<file path="src/rtl/csr_access_unit_pkg.sv">
// Shared constants for the CSR access unit: Zicsr funct3 codes, the
// read-only address field and the 2-bit FSM state encodings.
package csr_access_unit_pkg;

  localparam logic [2:0] CSR_FUNCT3_RW  = 3'b001;
  localparam logic [2:0] CSR_FUNCT3_RS  = 3'b010;
  localparam logic [2:0] CSR_FUNCT3_RC  = 3'b011;
  localparam logic [2:0] CSR_FUNCT3_RWI = 3'b101;
  localparam logic [2:0] CSR_FUNCT3_RSI = 3'b110;
  localparam logic [2:0] CSR_FUNCT3_RCI = 3'b111;

  // addr[11:10] value marking a read-only CSR
  localparam logic [1:0] CSR_RO_FIELD = 2'b11;

  // Legacy state encodings, kept bit-exact for the enum below
  localparam logic [1:0] ST_IDLE  = 2'b00;
  localparam logic [1:0] ST_READ  = 2'b01;
  localparam logic [1:0] ST_WRITE = 2'b10;
  localparam logic [1:0] ST_RESP  = 2'b11;

  typedef enum logic [1:0] {
    S_IDLE  = ST_IDLE,
    S_READ  = ST_READ,
    S_WRITE = ST_WRITE,
    S_RESP  = ST_RESP
  } state_t;

  function automatic logic is_read_only(input logic [1:0] addr_top);
    return addr_top == CSR_RO_FIELD;
  endfunction

endpackage

</file>
<file path="src/rtl/csr_access_unit_if.sv">
// Execute-stage request/response handshake of the CSR access unit.
interface csr_access_unit_if #(
  parameter int unsigned XLEN   = 32,
  parameter int unsigned ADDR_W = 12
);

  logic              req_valid;
  logic              req_ready;
  logic [2:0]        req_funct3;
  logic [ADDR_W-1:0] req_csr_addr;
  logic [XLEN-1:0]   req_rs1_val;
  logic [4:0]        req_rs1_idx;
  logic              rsp_valid;
  logic              rsp_ready;
  logic [XLEN-1:0]   rsp_rdata;
  logic              rsp_illegal;

  // Execute stage side
  modport master (
    output req_valid, req_funct3, req_csr_addr, req_rs1_val, req_rs1_idx, rsp_ready,
    input  req_ready, rsp_valid, rsp_rdata, rsp_illegal
  );

  // CSR access unit side
  modport slave (
    input  req_valid, req_funct3, req_csr_addr, req_rs1_val, req_rs1_idx, rsp_ready,
    output req_ready, rsp_valid, rsp_rdata, rsp_illegal
  );

endinterface

</file>
<file path="src/rtl/csr_access_unit_csr_alu.sv">
// Combinational CSR update: new value, write decision and legality check.
module csr_alu
  import csr_access_unit_pkg::*;
#(
  parameter int unsigned XLEN = 32
) (
  input  logic [2:0]      funct3,
  input  logic [XLEN-1:0] old_val,
  input  logic [XLEN-1:0] operand,
  input  logic [4:0]      rs1_idx,
  input  logic            read_only,
  output logic [XLEN-1:0] new_val,
  output logic            do_write,
  output logic            illegal
);

  // Decode funct3 into update function, write decision and illegality
  always_comb begin
    new_val  = old_val;
    do_write = 1'b0;
    illegal  = 1'b0;
    unique case (funct3)
      CSR_FUNCT3_RW, CSR_FUNCT3_RWI: begin
        new_val  = operand;
        do_write = 1'b1;
      end
      CSR_FUNCT3_RS, CSR_FUNCT3_RSI: begin
        new_val  = old_val | operand;
        do_write = rs1_idx != 5'd0;
      end
      CSR_FUNCT3_RC, CSR_FUNCT3_RCI: begin
        new_val  = old_val & ~operand;
        do_write = rs1_idx != 5'd0;
      end
      default: illegal = 1'b1;
    endcase
    if (read_only && do_write)
      illegal = 1'b1;
  end

endmodule

</file>
<file path="src/rtl/csr_access_unit.sv">
// Initiator side of the CSR register-file port: runs one Zicsr op through
// IDLE -> READ -> WRITE -> RESP and returns the old CSR value.
module csr_access_unit
  import csr_access_unit_pkg::*;
#(
  parameter int unsigned XLEN   = 32,
  parameter int unsigned ADDR_W = 12
) (
  input  logic              clock,
  input  logic              reset,
  csr_access_unit_if.slave  bus,
  output logic [ADDR_W-1:0] csr_r_addr,
  input  logic [XLEN-1:0]   csr_r_val,
  output logic [ADDR_W-1:0] csr_w_addr,
  output logic [XLEN-1:0]   csr_w_val,
  output logic              w_enable
);

  state_t          state;
  logic [2:0]      funct3_q;
  logic [XLEN-1:0] operand_q;
  logic [4:0]      rs1_idx_q;
  logic [XLEN-1:0] old_q;
  logic            illegal_q;

  logic [XLEN-1:0] alu_new;
  logic            alu_do_write;
  logic            alu_illegal;

  // csr_r_addr doubles as the latched request address.
  // The ALU sees csr_r_val directly during READ so the write data and strobe
  // can be registered at the READ->WRITE edge; that is the same value old_q
  // captures at that edge, so the WRITE-cycle result matches f(old_q, operand).
  csr_alu #(
    .XLEN(XLEN)
  ) u_alu (
    .funct3    (funct3_q),
    .old_val   (csr_r_val),
    .operand   (operand_q),
    .rs1_idx   (rs1_idx_q),
    .read_only (is_read_only(csr_r_addr[ADDR_W-1 -: 2])),
    .new_val   (alu_new),
    .do_write  (alu_do_write),
    .illegal   (alu_illegal)
  );

  // FSM, request latches, old value capture, write strobe and response registers
  always_ff @(posedge clock or negedge reset) begin
    if (!reset) begin
      state           <= S_IDLE;
      funct3_q        <= '0;
      operand_q       <= '0;
      rs1_idx_q       <= '0;
      old_q           <= '0;
      illegal_q       <= 1'b0;
      csr_r_addr      <= '0;
      csr_w_addr      <= '0;
      csr_w_val       <= '0;
      w_enable        <= 1'b0;
      bus.req_ready   <= 1'b0;
      bus.rsp_valid   <= 1'b0;
      bus.rsp_rdata   <= '0;
      bus.rsp_illegal <= 1'b0;
    end else begin
      unique case (state)
        S_IDLE: begin
          bus.req_ready <= 1'b1;
          if (bus.req_valid && bus.req_ready) begin
            funct3_q      <= bus.req_funct3;
            csr_r_addr    <= bus.req_csr_addr;
            rs1_idx_q     <= bus.req_rs1_idx;
            operand_q     <= bus.req_funct3[2] ? XLEN'(bus.req_rs1_idx) : bus.req_rs1_val;
            bus.req_ready <= 1'b0;
            state         <= S_READ;
          end
        end
        S_READ: begin
          old_q      <= csr_r_val;
          illegal_q  <= alu_illegal;
          csr_w_addr <= csr_r_addr;
          csr_w_val  <= alu_new;
          w_enable   <= alu_do_write && !alu_illegal;
          state      <= S_WRITE;
        end
        S_WRITE: begin
          w_enable        <= 1'b0;
          bus.rsp_valid   <= 1'b1;
          bus.rsp_rdata   <= illegal_q ? '0 : old_q;
          bus.rsp_illegal <= illegal_q;
          state           <= S_RESP;
        end
        S_RESP: begin
          if (bus.rsp_ready) begin
            bus.rsp_valid <= 1'b0;
            bus.req_ready <= 1'b1;
            state         <= S_IDLE;
          end
        end
        default: state <= S_IDLE;
      endcase
    end
  end

endmodule

</file>
<file path="src/flat_wrapper.sv">
// flat-port wrapper written by rule: the top's interface ports become plain ports
module csr_access_unit_flat import csr_access_unit_pkg::*;
#(
  parameter int unsigned XLEN   = 32,
  parameter int unsigned ADDR_W = 12
)
  (clock, reset, csr_r_addr, csr_r_val, csr_w_addr, csr_w_val, w_enable, bus_req_valid, bus_req_funct3, bus_req_csr_addr, bus_req_rs1_val, bus_req_rs1_idx, bus_rsp_ready, bus_req_ready, bus_rsp_valid, bus_rsp_rdata, bus_rsp_illegal);
  csr_access_unit_if #(.XLEN(XLEN), .ADDR_W(ADDR_W)) bus_i ();
  input  logic clock;
  input  logic reset;
  output logic [ADDR_W-1:0] csr_r_addr;
  input  logic [XLEN-1:0] csr_r_val;
  output logic [ADDR_W-1:0] csr_w_addr;
  output logic [XLEN-1:0] csr_w_val;
  output logic w_enable;
  input wire logic [$bits(bus_i.req_valid)-1:0] bus_req_valid;
  input wire logic [$bits(bus_i.req_funct3)-1:0] bus_req_funct3;
  input wire logic [$bits(bus_i.req_csr_addr)-1:0] bus_req_csr_addr;
  input wire logic [$bits(bus_i.req_rs1_val)-1:0] bus_req_rs1_val;
  input wire logic [$bits(bus_i.req_rs1_idx)-1:0] bus_req_rs1_idx;
  input wire logic [$bits(bus_i.rsp_ready)-1:0] bus_rsp_ready;
  output wire logic [$bits(bus_i.req_ready)-1:0] bus_req_ready;
  output wire logic [$bits(bus_i.rsp_valid)-1:0] bus_rsp_valid;
  output wire logic [$bits(bus_i.rsp_rdata)-1:0] bus_rsp_rdata;
  output wire logic [$bits(bus_i.rsp_illegal)-1:0] bus_rsp_illegal;
  assign bus_i.req_valid = bus_req_valid;
  assign bus_i.req_funct3 = bus_req_funct3;
  assign bus_i.req_csr_addr = bus_req_csr_addr;
  assign bus_i.req_rs1_val = bus_req_rs1_val;
  assign bus_i.req_rs1_idx = bus_req_rs1_idx;
  assign bus_i.rsp_ready = bus_rsp_ready;
  assign bus_req_ready = bus_i.req_ready;
  assign bus_rsp_valid = bus_i.rsp_valid;
  assign bus_rsp_rdata = bus_i.rsp_rdata;
  assign bus_rsp_illegal = bus_i.rsp_illegal;
  csr_access_unit #(.XLEN(XLEN), .ADDR_W(ADDR_W)) u_core (.clock(clock), .reset(reset), .bus(bus_i), .csr_r_addr(csr_r_addr), .csr_r_val(csr_r_val), .csr_w_addr(csr_w_addr), .csr_w_val(csr_w_val), .w_enable(w_enable));
endmodule
</file>
<file path="config.mk">
export PLATFORM = sky130hd
export DESIGN_NAME = csr_access_unit_flat
export DESIGN_NICKNAME = d
export VERILOG_FILES = /design/src/rtl/csr_access_unit_pkg.sv /design/src/rtl/csr_access_unit_if.sv /design/src/rtl/csr_access_unit_csr_alu.sv /design/src/rtl/csr_access_unit.sv /design/src/flat_wrapper.sv
export SDC_FILE = /design/constraint.sdc
export NUM_CORES = 1
export LEC_CHECK = 0
export ABC_AREA = 0
export CAP_MARGIN = 10
export CORE_ASPECT_RATIO = 0.8
export CORE_MARGIN = 2
export CORE_UTILIZATION = 53
export DETAILED_ROUTE_END_ITERATION = 10
export PLACE_DENSITY_LB_ADDON = 0.15
export SETUP_SLACK_MARGIN = 0.05
export SLEW_MARGIN = 40
export SYNTH_ARGS = -nofsm -noshare
export SYNTH_HDL_FRONTEND = slang
export SYNTH_SLANG_ARGS = --single-unit
</file>
<file path="constraint.sdc">
create_clock -name clock -period 2.3 [get_ports clock]
set_input_delay 0.23 -clock clock [delete_from_list [all_inputs] [get_ports clock]]
set_output_delay 0.23 -clock clock [all_outputs]
set_load 0.1 [all_outputs]
</file>
# After elaboration in Yosys (flattened, before gate mapping)
# Cells that the tools add are included.
[totals]
ff_bits = 167
input_bits = 88
[classes]
eq_ne = 12
n_mux = 15
bitwise = 3
n_reduce_logical = 18
[op_table]
columns = ["op", "n"]
rows = [
  ["$pmux W32 S3", 1],
  ["$mux W32", 2],
  ["$and A32 B32 Y32", 1],
  ["$not A32 Y32", 1],
  ["$or A32 B32 Y32", 1],
  ["$eq A3 B3 Y1 const B", 3],
  ["$pmux W1 S2", 4],
  ["$pmux W2 S4", 1],
  ["$reduce_and A2 Y1", 4],
  ["$eq A2 B2 Y1 const B", 3],
  ["$eq A3 B2 Y1 const B", 2],
  ["$reduce_bool A2 Y1", 3],
  ["$reduce_or A2 Y1", 3],
  ["$reduce_or A6 Y1", 1],
  ["$mux W1", 5],
  ["$reduce_bool A5 Y1", 1],
  ["$mux W2", 2],
  ["$reduce_or A4 Y1", 1],
  ["$eq A3 B1 Y1 const B", 1],
  ["$logic_and A1 B1 Y1", 3],
  ["$eq A2 B1 Y1 const B", 1],
  ["$logic_not A2 Y1", 1],
  ["$ne A2 B1 Y1 const B", 1],
  ["$ne A2 B2 Y1 const B", 1],
  ["$logic_not A1 Y1", 1],
]

# Longest topological paths before layout
[depth]
depth_word = 8
mapped_depth = 7
mapped_depth_nobuf = 5

# By module
# Synthesis repeated with hierarchy kept, for this count alone.
[unflattened]
cells_unflattened = 657
area_unflattened_um2 = 7631.1
[modules_own_cells]
columns = ["module", "instances", "cells_per_inst", "area_per_inst_um2"]
rows = [
  ["csr_access_unit", 1, 510, 6557.5],
  ["csr_alu", 1, 147, 1073.5],
]

# Worst setup path after synthesis
# No wires, ideal clock.
[synth_timing]
path_type = "register to register"
from = "register u_core.bus.req_ready"
to = "register u_core.csr_r_addr[11]"
setup_time_ns = 0.126
arrival_time_ns = 1.767
required_ns = 2.174
setup_slack_ns = 0.407
path_stages_with_launch = 5
synth_period_minus_slack_ns = 1.893
cell_sequence = "dfrtp_1 nand3_1 buf_4 buf_6 mux2_2"
[synth_via]
elab_chain_len = 2
[synth_lines]
columns = ["element", "line", "rtl"]
rows = [
  ["from (decl)", "csr_access_unit_if.sv:27", "output req_ready, rsp_valid, rsp_rdata, rsp_illegal"],
  ["from (signal assigned)", "csr_access_unit.sv:60", "bus.req_ready <= 1'b0;"],
  ["from (signal assigned)", "csr_access_unit.sv:67", "bus.req_ready <= 1'b1;"],
  ["from (signal assigned)", "csr_access_unit.sv:73", "bus.req_ready <= 1'b0;"],
  ["$logic_and A1 B1 Y1", "csr_access_unit.sv:68", "if (bus.req_valid && bus.req_ready) begin"],
  ["$reduce_and A2 Y1 (no source line)", "-", ""],
  ["to (signal assigned)", "csr_access_unit.sv:70", "csr_r_addr <= bus.req_csr_addr;"],
  ["to (decl)", "csr_access_unit.sv:12", "output logic [ADDR_W-1:0] csr_r_addr,"],
]
# Every way passes these cells.
# A chain may end at the register's enable or synchronous reset.

# Worst setup path in the final report
[layout_timing]
from = "register u_core.state[1]"
to = "register u_core.operand_q[27]"
[layout_via]
elab_chain_len = 2
[layout_lines]
columns = ["element", "line", "rtl"]
rows = [
  ["from (decl)", "csr_access_unit.sv:19", "state_t state;"],
  ["from (signal assigned)", "csr_access_unit.sv:50", "state <= S_IDLE;"],
  ["from (signal assigned)", "csr_access_unit.sv:74", "state <= S_READ;"],
  ["from (signal assigned)", "csr_access_unit.sv:83", "state <= S_WRITE;"],
  ["$logic_not A2 Y1", "csr_access_unit.sv:65", "unique case (state)"],
  ["$reduce_and A2 Y1 (no source line)", "-", ""],
  ["to (signal assigned)", "csr_access_unit.sv:72", "operand_q <= bus.req_funct3[2] ? XLEN'(bus.req_rs1_idx) : bus.req_rs1_val;"],
  ["to (decl)", "csr_access_unit.sv:21", "logic [XLEN-1:0] operand_q;"],
]
# Every way passes these cells.

==> run metrics <==
unrepaired setup endpoints after global routing=no; worst r2r src=u_core.state[1]; antenna viol nets, final=0; CP Buf/Inv Count=2; count of cell types in the netlist=26; endpoint type of the worst setup path=flop; H-tree level count=4; router iterations before antenna repair=5; Critical Path, Cell by Cell=inv_1 -> ha_1 -> nand3_4 -> buf_4 -> nand2_1 -> o21ai_0; Setup Fix Bufs, Post-CTS=0; Stages on worst setup path=6; global route total overflow=0; crit path time final=1.91 ns; vias=5183; CTS tree=built; worst skew pair latency=0.42 ns; Synth-to-Final Area Change=32.4%; Placed Cells=914; status=complete, no violations; worst stage delay on the critical path=0.42 ns; Hold Buf Count CTS=1; Setup Crit Path Kind=flop to flop; count leader, synth=dfrtp_1; Seq/Total Area, Yosys=0.581; Worst Tran Pin Value=0.699 ns; startpoint types=flop; period utilization=0.832; post-CTS resize count=0; Avg Inst Size Synth=12.1 µm²; Synthesized Nets=683; filler cell count in the final layout=918; routed length per instance=18.0 µm; final wirelength=17.0 mm; Worst setup startpoint=u_core.state[1]; root buffer cell=clkbuf_16; final-report hold violation count=0; Fmax achieved=523 MHz; Worst-path clk slew=0.06 ns; Vias/cell=5.47; Initial Util=0.549; final-stage net count=851; GR Util All Layers=0.247; yosys warns=0; # setup viols final=0; Synth top area share=0.581; TritonCTS buffer count=17; Worst EP arrival=2.20 ns; top cells by area, synth=dfrtp_1 (58%), mux2_2 (10%), a21oi_1 (4.0%); Post-synth EDFFs=0; Core Area=13000 µm²; Setup crit end=u_core.operand_q[27]; std cell rows=37; die area=14400 µm²; largest area contributor in the netlist=dfrtp_1; drt initial violations=275; vias in the first global route=5244; Clock Skew=0.00824 ns; CP Max Fanout=38; depth of the worst register-to-register path=6; Final HPWL DP=11.8 mm; Horiz. Die Dim=134 µm; register bit count reported by yosys=166; Min-Delay Path Class=input pin to asynchronous set/reset pin; Top Family by Delay on Critical Path=buffers and inverters; largest net degree at the start of global routing=65; Slew headroom=0.534; worst reg2reg endpoint=u_core.operand_q[27]; cell count after synthesis=591; Sink Count=166; minimum hold slack=0.361 ns; IO buf count=179; Setup TNS Final=0 ns; RePlAce Congestion=0.829; initial antenna violation count=0; top cells by instance count after synthesis=dfrtp_1 (166), mux2_2 (65), a21oi_1 (57), o21ai_0 (35); chip height=108 µm; Required @ worst endpoint=2.59 ns; Mapped Area=7150 µm²; reg-to-reg setup timing slack=0.39 ns; Crit-path slowest cell=dfrtp_1; max capacitance violation total=0; clk buf depth=2; share of post-route cells with drive strength above 1=0.313; Finished Layout Cells=947; # DRC=0; pins over their slew limit=0; Post-synth ARST share=1.00; Synth Flop Type=dfrtp_1; first-pass GRT wire length=27.2 mm; antenna cells=0; num ports=180
## worst min-delay path by stage
stage           from                    to  slack, ns  cells past startpoint
6_report       reset  u_core.csr_w_addr[9]       0.36                      2
5_1_grt        reset  u_core.csr_w_addr[9]       0.39                      2
4_1_cts        reset  u_core.csr_w_addr[4]       0.33                      2
3_5_place_dp   reset  u_core.csr_w_addr[4]       0.21                      1
3_3_place_gp   reset  u_core.csr_w_addr[1]       0.20                      1
2_1_floorplan  reset  u_core.bus.req_ready      -0.07                      0
## layout make-up
cell class	count	area (µm²)	share of cell area
tap	175	219	0.0231
clock buffer	29	510	0.0540
inverter	4	15.0	0.00159
multi-input combinational	376	2740	0.290
clock inverter	3	40.0	0.00423
timing repair buffer	194	1780	0.188
sequential	166	4160	0.439
## placed cells by master, fill, tap and decap left out, types with 2 or more instances in the layout
cell / netlist / final
a21oi_1: 57 / 57
a21oi_2: 9 / 9
a31o_2: 32 / 32
a41o_1: 2 / 2
buf_12: 0 / 8
buf_4: 4 / 98
clkbuf_1: 11 / 8
clkbuf_16: 0 / 17
clkbuf_8: 0 / 4
clkdlybuf4s50_1: 0 / 86
clkinv_2: 0 / 2
dfrtp_1: 166 / 165
ha_1: 4 / 2
inv_1: 4 / 4
mux2_2: 65 / 65
mux2i_1: 6 / 6
nand2_1: 34 / 34
nand2b_1: 27 / 27
nor2b_1: 34 / 34
o21ai_0: 35 / 35
o22ai_1: 33 / 33
xor2_1: 32 / 32
## kinds of logic after synthesis
family                   after synthesis  share of synthesized area
XOR/XNOR                              32                     0.0392
adder cells (fa/ha/maj)                4                    0.00700
multiplexers                          71                      0.111
AO/OA/AOI/OAI                        169                      0.148
AND/OR/NAND/NOR                      100                     0.0753
flip-flops                           166                      0.581
buffers and inverters                 49                     0.0387
## metal layers
layer / vias to the layer above / share of wire / GRT usage
li1: 2419 / - / -
met3: 13 / 0.062 / 0.0654
met1: 2598 / 0.44 / 0.330
met4: 0 / 0.013 / 0.0851
met2: 153 / 0.48 / 0.394
met5: - / 0 / 0
## state kept, by name (all words and copies together) (netlist names), 2 cells and up
name / flops
u_core.bus.rsp_rdata: 32
u_core.funct3_q: 2
u_core.csr_r_addr: 12
u_core.operand_q: 32
u_core.rs1_idx_q: 5
u_core.state: 2
u_core.csr_w_val: 32
u_core.old_q: 32
u_core.csr_w_addr: 12
## through the flow
step | utilization | cell area (µm²) | setup WS (ns)
2_1_floorplan | - | 7150 | 0.407
3_3_place_gp | 0.684 | 8900 | 0.478
3_5_place_dp | 0.684 | 8900 | 0.391
4_1_cts | 0.727 | 9460 | 0.366
5_1_grt | 0.727 | 9460 | 0.192
6_report | 0.727 | 9460 | 0.387
## worst register-to-register path: cells and delay by family (launching register included)
family	cells	cell delay [ns]
buf+inv	2	0.50
simple gates	2	0.49
compound gates	1	0.08
fa+ha+maj	1	0.28
flops	1	0.42
Power is not shown: default switching activity piles up to over one toggle a cycle in this logic, so the estimate is an artifact.
==> variant (same settings) <==
`ADDR_W` is set to 12 in 3 places; all go to 13.
--- a/src/rtl/csr_access_unit_if.sv
+++ b/src/rtl/csr_access_unit_if.sv
@@ -1,7 +1,7 @@
 // Execute-stage request/response handshake of the CSR access unit.
 interface csr_access_unit_if #(
   parameter int unsigned XLEN   = 32,
-  parameter int unsigned ADDR_W = 12
+  parameter int unsigned ADDR_W = 13
 );
 
   logic              req_valid;
--- a/src/rtl/csr_access_unit.sv
+++ b/src/rtl/csr_access_unit.sv
@@ -4,7 +4,7 @@
   import csr_access_unit_pkg::*;
 #(
   parameter int unsigned XLEN   = 32,
-  parameter int unsigned ADDR_W = 12
+  parameter int unsigned ADDR_W = 13
 ) (
   input  logic              clock,
   input  logic              reset,
--- a/src/flat_wrapper.sv
+++ b/src/flat_wrapper.sv
@@ -2,7 +2,7 @@
 module csr_access_unit_flat import csr_access_unit_pkg::*;
 #(
   parameter int unsigned XLEN   = 32,
-  parameter int unsigned ADDR_W = 12
+  parameter int unsigned ADDR_W = 13
 )
   (clock, reset, csr_r_addr, csr_r_val, csr_w_addr, csr_w_val, w_enable, bus_req_valid, bus_req_funct3, bus_req_csr_addr, bus_req_rs1_val, bus_req_rs1_idx, bus_rsp_ready, bus_req_ready, bus_rsp_valid, bus_rsp_rdata, bus_rsp_illegal);
   csr_access_unit_if #(.XLEN(XLEN), .ADDR_W(ADDR_W)) bus_i ();
Ports: changed (resized bus_req_csr_addr, csr_r_addr and csr_w_addr); port bits go from 180 to 183. The function was not compared with the original's and may differ.
==> variant against the unedited design <==
  * Setup slack lost 0.044 ns
  * Routed wire length down 1.4%
  * Critical path depth fell by 1
  * Via count is 1.2% higher
  * Synthesized area grew 1.0%
  * Synthesized cell count is 0.68% higher
  * Final area increased by 0.79%
  * Die area grew 0.98%
  * Clock skew decreased by 0.00090 ns
  * Fmax fell by 2.2%
  * Highest routed layer unchanged
  * Sequential cell count is 2 higher
Power is not shown: default switching activity piles up to over one toggle a cycle in this logic, so the estimate is an artifact.
==> variant: results (changes against the unedited design) <==
status -> finished clean (unchanged)
Total GRT Usage -> 24.2% (was 24.7%)
Area contributors post-synth -> dfrtp_1 58%, mux2_2 10%, a21oi_1 4.0%, a31o_2 3.9%, xor2_1 3.9% (unchanged)
Slew HR -> 62.0% (was 53.4%)
first-pass GRT wire length -> 27.4 mm (was 27.2 mm)
routed vias -> 5246 (was 5183)
drt wl/cell -> 17.5 µm (was 18.0 µm)
R2R Path End -> u_core.operand_q[11]$_DFFE_PN0P_ (was u_core.operand_q[27]$_DFFE_PN0P_)
busiest grt layer -> met2 (unchanged)
layout cells sized above 1 -> 32.3% (was 31.3%)
multi-input combinational area share -> 29.0% (about the same)
Compound-Gate Fraction of Synth Area -> 14.6% (was 14.8%)
slowest cell on the critical path -> nand3_4 (was dfrtp_1)
adder-cell area share of the yosys netlist -> 0.693% (was 0.700%)
WHS -> 0.345 ns (was 0.361 ns)
CLK BUF -> 20 (was 29)
max incr delay on CP -> 0.46 ns (was 0.42 ns)
flop2flop setup slack -> 0.34 ns (was 0.39 ns)
GR met1 Demand/Resource -> 31.6% (was 33.0%)
Pre-Repair DR Iteration Count -> 6 (was 5)
post-synthesis xor/xnor area fraction -> 3.88% (was 3.92%)
Avg Inst Size Synth -> 12.1 µm² (about the same)
gate count of the mapped netlist -> 595 (was 591)
register area -> 0.00421 mm² (was 0.00416 mm²)
flop and latch count out of synthesis -> 168 (was 166)
pre-CTS setup slack -> 0.359 ns (was 0.391 ns)
Final nets -> 857 (was 851)
HPWL Detailed -> 11.0 mm (was 11.8 mm)
clk tree area frac -> 5.86% (was 5.82%)
number of non-clock buffers -> 195 (was 194)
Max Fclk -> 511 MHz (was 523 MHz)
sequential-to-total area share from yosys stat -> 58.2% (was 58.1%)
Finished Layout Cells -> 957 (was 947)
Non-clock buffer share -> 18.5% (was 18.8%)
number of global-route vias before repair -> 5410 (was 5244)
Multi-input gate area -> 0.00277 mm² (was 0.00274 mm²)
placed instance area -> 0.00896 mm² (was 0.00890 mm²)
met3 usage -> 6.38% (was 6.54%)
mux contribution to synthesized area -> 11.3% (was 11.1%)
count of multi-input combinational gates -> 378 (was 376)
Fillers -> 991 (was 918)
top cells by count, synth -> 168 x dfrtp_1, 67 x mux2_2, 57 x a21oi_1 (was 166 x dfrtp_1, 65 x mux2_2, 57 x a21oi_1)
GP Congestion -> 0.797 (was 0.829)
CP Max Fanout -> 42 (was 38)
met2 usage -> 38.8% (was 39.4%)
Syn Nets -> 688 (was 683)
Iter 0 DRT Violations -> 263 (was 275)
CP Data Arrival Time -> 2.29 ns (was 2.20 ns)
r2r worst-path depth -> 5 (was 6)
[variant: changes by cell type in the layout (fill, tap and decap cells not counted)]
cell,delta
mux2_2,+2
dfrtp_1,+2
or2_4,+1
clkinv_2,+3
clkbuf_8,-2
clkinv_4,+2
clkbuf_1,-7
or2_2,-1
clkdlybuf4s50_1,+1
clkinvlp_4,+4
buf_4,+2
buf_12,-2
[variant: timing repair]
item,4_1_cts,5_1_grt
resized for setup,0,0
hold buffers,1,0
hold endpoints to repair,57,0
[variant: per-layer routing]
metal	share of wire [%]	vias to the layer above
met3	6.4	32
li1	-	2436
met2	48	176
met1	43	2602
met5	0	-
met4	2.1	0
[variant: cell families (layout without fill, tap and decap cells)]
group,count (synthesis),after routing
AOI/OAI and AO/OA,169,169
xor gates and xnor gates,32,32
adders and majority gates,4,4
buffers and inverters,49,231
DFF,168,168
muxes,73,73
and+or+nand+nor,100,100
